**config.mk**
```make
export PLATFORM = sky130hd
export DESIGN_NAME = pip_stage_skid
export DESIGN_NICKNAME = d
export VERILOG_FILES = /design/src/rtl/pip_stage_skid.sv
export SDC_FILE = /design/constraint.sdc
export NUM_CORES = 1
export LEC_CHECK = 0
export CAP_MARGIN = 30
export CORE_MARGIN = 3
export CORE_UTILIZATION = 45
export CTS_CLUSTER_SIZE = 8
export DETAILED_ROUTE_END_ITERATION = 16
export GPL_TIMING_DRIVEN = 0
export PLACE_DENSITY_LB_ADDON = 0.1
export SLEW_MARGIN = 40
export SYNTH_ARGS = -nofsm -noshare
export SYNTH_HDL_FRONTEND = slang
export SYNTH_SLANG_ARGS = --single-unit
```
**constraint.sdc**
```tcl
create_clock -name clk_i -period 2.2 [get_ports clk_i]
set_clock_uncertainty 0.15 [all_clocks]
set_input_delay 0.44 -clock clk_i [delete_from_list [all_inputs] [get_ports clk_i]]
set_output_delay 0.44 -clock clk_i [all_outputs]
set_load 0.005 [all_outputs]
```
**src/rtl/pip_stage_skid.sv**
```systemverilog
// Two-entry skid pipeline stage with registered valid/ready, flush of control
// bits, and saturating bubble/flush statistics counters.
module pip_stage_skid #(
   parameter int DATA_WIDTH = 32,
   parameter int CTRL_WIDTH = 12,
   parameter int CNT_WIDTH  = 16
) (
   input  logic                  clk_i,
   input  logic                  rst_n_i,
   input  logic                  valid_i,
   output logic                  ready_o,
   input  logic [CTRL_WIDTH-1:0] ctrl_i,
   input  logic [DATA_WIDTH-1:0] data_i,
   input  logic                  flush_i,
   output logic                  valid_o,
   input  logic                  ready_i,
   output logic [CTRL_WIDTH-1:0] ctrl_o,
   output logic [DATA_WIDTH-1:0] data_o,
   output logic [1:0]            occupancy_o,
   output logic [CNT_WIDTH-1:0]  bubble_cnt_o,
   output logic [CNT_WIDTH-1:0]  flush_cnt_o
);

   typedef enum logic [1:0] {
      EMPTY = 2'd0,
      ONE   = 2'd1,
      TWO   = 2'd2
   } state_e;

   state_e                state_q, state_d;
   logic                  valid_q, valid_d;
   logic                  ready_q, ready_d;
   logic [CTRL_WIDTH-1:0] main_ctrl_q, main_ctrl_d;
   logic [DATA_WIDTH-1:0] main_data_q, main_data_d;
   logic [CTRL_WIDTH-1:0] skid_ctrl_q, skid_ctrl_d;
   logic [DATA_WIDTH-1:0] skid_data_q, skid_data_d;
   logic [CNT_WIDTH-1:0]  bubble_cnt_q, bubble_cnt_d;
   logic [CNT_WIDTH-1:0]  flush_cnt_q, flush_cnt_d;

   logic in_fire;
   logic out_fire;

   assign in_fire  = valid_i && ready_q;
   assign out_fire = valid_q && ready_i;

   always_comb begin
      state_d      = state_q;
      main_ctrl_d  = main_ctrl_q;
      main_data_d  = main_data_q;
      skid_ctrl_d  = skid_ctrl_q;
      skid_data_d  = skid_data_q;
      bubble_cnt_d = bubble_cnt_q;
      flush_cnt_d  = flush_cnt_q;

      if (flush_i) begin
         // Payload stays on data_o; only control is killed.
         state_d     = EMPTY;
         main_ctrl_d = '0;
         if (state_q != EMPTY && flush_cnt_q != '1)
            flush_cnt_d = flush_cnt_q + CNT_WIDTH'(1);
      end else begin
         if (!valid_q && ready_i && bubble_cnt_q != '1)
            bubble_cnt_d = bubble_cnt_q + CNT_WIDTH'(1);

         unique case (state_q)
            EMPTY: begin
               if (in_fire) begin
                  main_ctrl_d = ctrl_i;
                  main_data_d = data_i;
                  state_d     = ONE;
               end
            end
            ONE: begin
               if (in_fire && out_fire) begin
                  main_ctrl_d = ctrl_i;
                  main_data_d = data_i;
               end else if (in_fire) begin
                  skid_ctrl_d = ctrl_i;
                  skid_data_d = data_i;
                  state_d     = TWO;
               end else if (out_fire) begin
                  main_ctrl_d = '0;
                  state_d     = EMPTY;
               end
            end
            TWO: begin
               if (out_fire) begin
                  main_ctrl_d = skid_ctrl_q;
                  main_data_d = skid_data_q;
                  state_d     = ONE;
               end
            end
            default: begin
               main_ctrl_d = '0;
               state_d     = EMPTY;
            end
         endcase
      end

      valid_d = (state_d != EMPTY);
      ready_d = (state_d != TWO);
   end

   always_ff @(posedge clk_i) begin
      if (!rst_n_i) begin
         state_q      <= EMPTY;
         valid_q      <= 1'b0;
         ready_q      <= 1'b1;
         main_ctrl_q  <= '0;
         main_data_q  <= '0;
         skid_ctrl_q  <= '0;
         skid_data_q  <= '0;
         bubble_cnt_q <= '0;
         flush_cnt_q  <= '0;
      end else begin
         state_q      <= state_d;
         valid_q      <= valid_d;
         ready_q      <= ready_d;
         main_ctrl_q  <= main_ctrl_d;
         main_data_q  <= main_data_d;
         skid_ctrl_q  <= skid_ctrl_d;
         skid_data_q  <= skid_data_d;
         bubble_cnt_q <= bubble_cnt_d;
         flush_cnt_q  <= flush_cnt_d;
      end
   end

   assign valid_o      = valid_q;
   assign ready_o      = ready_q;
   assign ctrl_o       = main_ctrl_q;
   assign data_o       = main_data_q;
   assign occupancy_o  = state_q;
   assign bubble_cnt_o = bubble_cnt_q;
   assign flush_cnt_o  = flush_cnt_q;

endmodule

```
==> summary.md <==
| Metric | Value |
|---|---|
| Outcome | `completed` |
| Power Total | `0.00527 W` |
| Mean Syn Cell Area | `7.92 µm²` |
| Flops & latches, synth | `124` |
| Startpoint types | `flip-flop` |
| Cells after Synth | `699` |
| CP Capture Type | `flip-flop` |
| Fin cells | `997` |
| I/O pin total | `129` |
| CTS H-tree depth | `4` |
| CP arrival | `2330 ps` |
| Synth cell count leaders | `nand2_1, dfxtp_1, a21oi_1` |
| Main synth FF type | `dfxtp_1` |
| Die width | `117 µm` |
| CTS buffer count | `17` |
| Hold crit path type | `flip-flop to flip-flop` |
| Root buf cell | `clkbuf_16` |
| Req. time, crit path | `2360 ps` |
| Routed WL per cell | `16.7 µm` |
| Hold Buf Count CTS | `0` |
| Clk pwr share | `46.4%` |
| Die Height | `117 µm` |
| Clk_lat worst skew | `410 ps` |
| CP endpoint | `bubble_cnt_o[15]` |
| Worst reg2reg setup slack | `20 ps` |
| Power share of the combinational group | `9.3%` |
| VDD IR max | `0.000515 V` |
| P per Cell Area | `693 nW/µm²` |
| Initial Util | `47.3%` |
| Main area contributors after synthesis | `dfxtp_1, nand2_1, a21oi_1` |
| Net count after synthesis | `750` |
| Post-DRT Antenna Nets | `0` |
| Routed Wire Length | `16.7 mm` |
| Largest area contributor in the netlist | `dfxtp_1` |
| R2r startpoint | `valid_o` |
| RD Place Congestion | `0.887` |
| Die ar. | `13700 µm²` |
| Vias | `5703` |
| FFs w/ async S/R, synth | `0%` |
| Net Sw Frac | `23.5%` |
| Hold WS | `303 ps` |
| Seq/Total Area, Yosys | `44.8%` |
| Max Slew Vio Count | `0` |
| Crit-path max FO | `9` |
| First-pass GRT wire length | `26.3 mm` |
| Layout Utilization | `64.9%` |
| Final Hold Vio Count | `0` |
| DP HPWL | `11.6 mm` |
| Pre-Repair DR Iteration Count | `7` |
| Crit Path Class | `flip-flop to flip-flop` |
| CTS sink cnt | `124` |
| Leakage Power | `2.63 nW` |
| Ys Warns | `0` |
| Max-cap violations | `0` |
| Slew @ Worst Pin | `628 ps` |
| Reg2Reg Depth | `5` |
| GRT overflow | `0` |
| RSZ-0062 raised after global routing | `true` |
| Largest net degree at the start of global routing | `17` |
| Vias in the first global route | `5388` |
| Core area | `11700 µm²` |
| CTS tree | `done` |
| Mapped Area | `5540 µm²` |
| Area grow syn2layout | `37.2%` |
| Initial antenna violation count | `0` |
| Setup-failing EPs final | `0` |
| Number of synthesized flops with an enable pin | `0` |
| Period minus WS final | `2180 ps` |
| Layout cell share with drive strength beyond 1 | `7.03%` |
| DRT iter0 DRCs | `435` |
| Antenna diodes | `0` |
| DRC | `0` |
| Final Cycle Share | `99.0%` |
| Seq pwr share | `44.3%` |
| Nets | `896` |
| Clock buffer depth | `2` |
| Reg-to-reg endpoint | `bubble_cnt_o[15]` |
| Routed vias/inst | `5.72` |
| Buffers added on ports | `128` |
| Row count | `39` |
| Placed instance count | `970` |
| Worst Setup SP | `valid_o` |
| Most frequent cell after synthesis | `nand2_1` |
| Max Freq | `459 MHz` |
| Top cell type's share of synthesized area | `44.8%` |
| GRT Overall Usage | `24.2%` |
| Clk slew on worst S/H paths | `50 ps` |
| Sw Pwr | `0.00124 W` |
| Slew HR | `58.2%` |
| Internal power | `0.00403 W` |
| Library cells used by synthesis | `52` |
[cell usage in the layout (no fill, tap or decap), types with 2 or more instances in the layout]
cell type        count
a211o_1             32
a211oi_1             7
a21oi_1             92
a22oi_1             12
a31oi_1              3
a41o_1               2
and2_1               2
and3_1               5
buf_2                4
buf_4                2
clkbuf_1            35
clkbuf_16           17
clkbuf_2            15
clkbuf_8             3
clkdlybuf4s50_1    126
clkinv_2             3
dfxtp_1            124
inv_1                9
mux2i_1             18
nand2_1            188
nand2b_1            15
nand3_1             11
nand4_1             10
nor2_1               8
nor3_1               5
nor4_4               2
o21ai_0              7
o21ai_1             32
o21bai_1             2
o2bb2ai_1           12
o31ai_1              2
o41ai_1              4
or2_1                3
or3_1                4
or3_4                2
or4_1                4
[layer usage]
layer	track usage, %	up-vias	part of all wire, %
met3	5.76	24	6.9
met4	8.72	0	1.7
met2	38.2	215	46
met5	0	-	0
met1	32.4	2701	45
li1	-	2763	-
[final cells by class]
class                           instances  area [µm²]
Buffer                                 51         223
Clock buffer                           25         485
Clock inverter                          3        15.0
Fill cell                            1013        4110
Inverter                               10        37.5
Multi-Input combinational cell        511        2880
Sequential cell                       124        2480
Tap cell                              143         179
Timing Repair Buffer                  130        1300
[worst min-delay path by stage]
stage,from,slack (ps),to,cells past startpoint
CTS,skid_data_q[25],310,skid_data_q[25],2
global placement,skid_data_q[20],290,skid_data_q[20],2
finish,skid_data_q[25],300,skid_data_q[25],2
global route,skid_data_q[28],320,skid_data_q[28],2
detailed placement,skid_data_q[28],300,skid_data_q[28],2
floorplan,skid_data_q[0],290,skid_data_q[0],2
[flip-flops by register name, indices dropped and copies added (netlist names)]
name,cells
data_o,32
skid_data_q,32
bubble_cnt_o,16
flush_cnt_o,16
ctrl_o,12
skid_ctrl_q,12
occupancy_o,2
ready_o,1
valid_o,1
[worst max-delay path: stages (launching register included)]
cell and delay [ps]:
dfxtp_1 340, or3b_1 370, buf_6 150, or3_4 390, or4_1 470, and3_1 190
[what timing repair did]
action                                  in CTS  in global routing
pin swaps                                    0                  2
endpoints found under the setup margin      97                 91
resized for setup                           17                 31
buffers inserted                             0                  2
[through the flow]
stage	setup WS, ps	setup TNS (ps)	instance area, µm²
final	22.3	0	7600
after global routing	-34.3	-88.0	7600
after CTS	6.86	0	7550
after detailed placement	-883	-71430	7000
after global placement	-1010	-75800	7000
after floorplan	14.2	0	5540
[power by group through the flow]
stage	clock (W)	combinational [W]	sequential, W
6_report	0.00245	0.000489	0.00233
3_3_place_gp	0	0.000468	0.00238
3_5_place_dp	0	0.000477	0.00238
4_1_cts	0.00244	0.000486	0.00233
5_1_grt	0.00257	0.000532	0.00234
2_1_floorplan	0	0.000213	0.00238
[logic make-up after synthesis]
family | count (synthesis) | share of synthesized area [%]
AO/OA/AOI/OAI | 216 | 24.5
adder cells (fa/ha/maj) | 2 | 0.452
buffers and inverters | 64 | 4.40
flip-flops | 124 | 44.8
multiplexers | 18 | 3.25
AND/OR/NAND/NOR | 275 | 22.6
No activity file was read; power rests on OpenSTA's default activity.
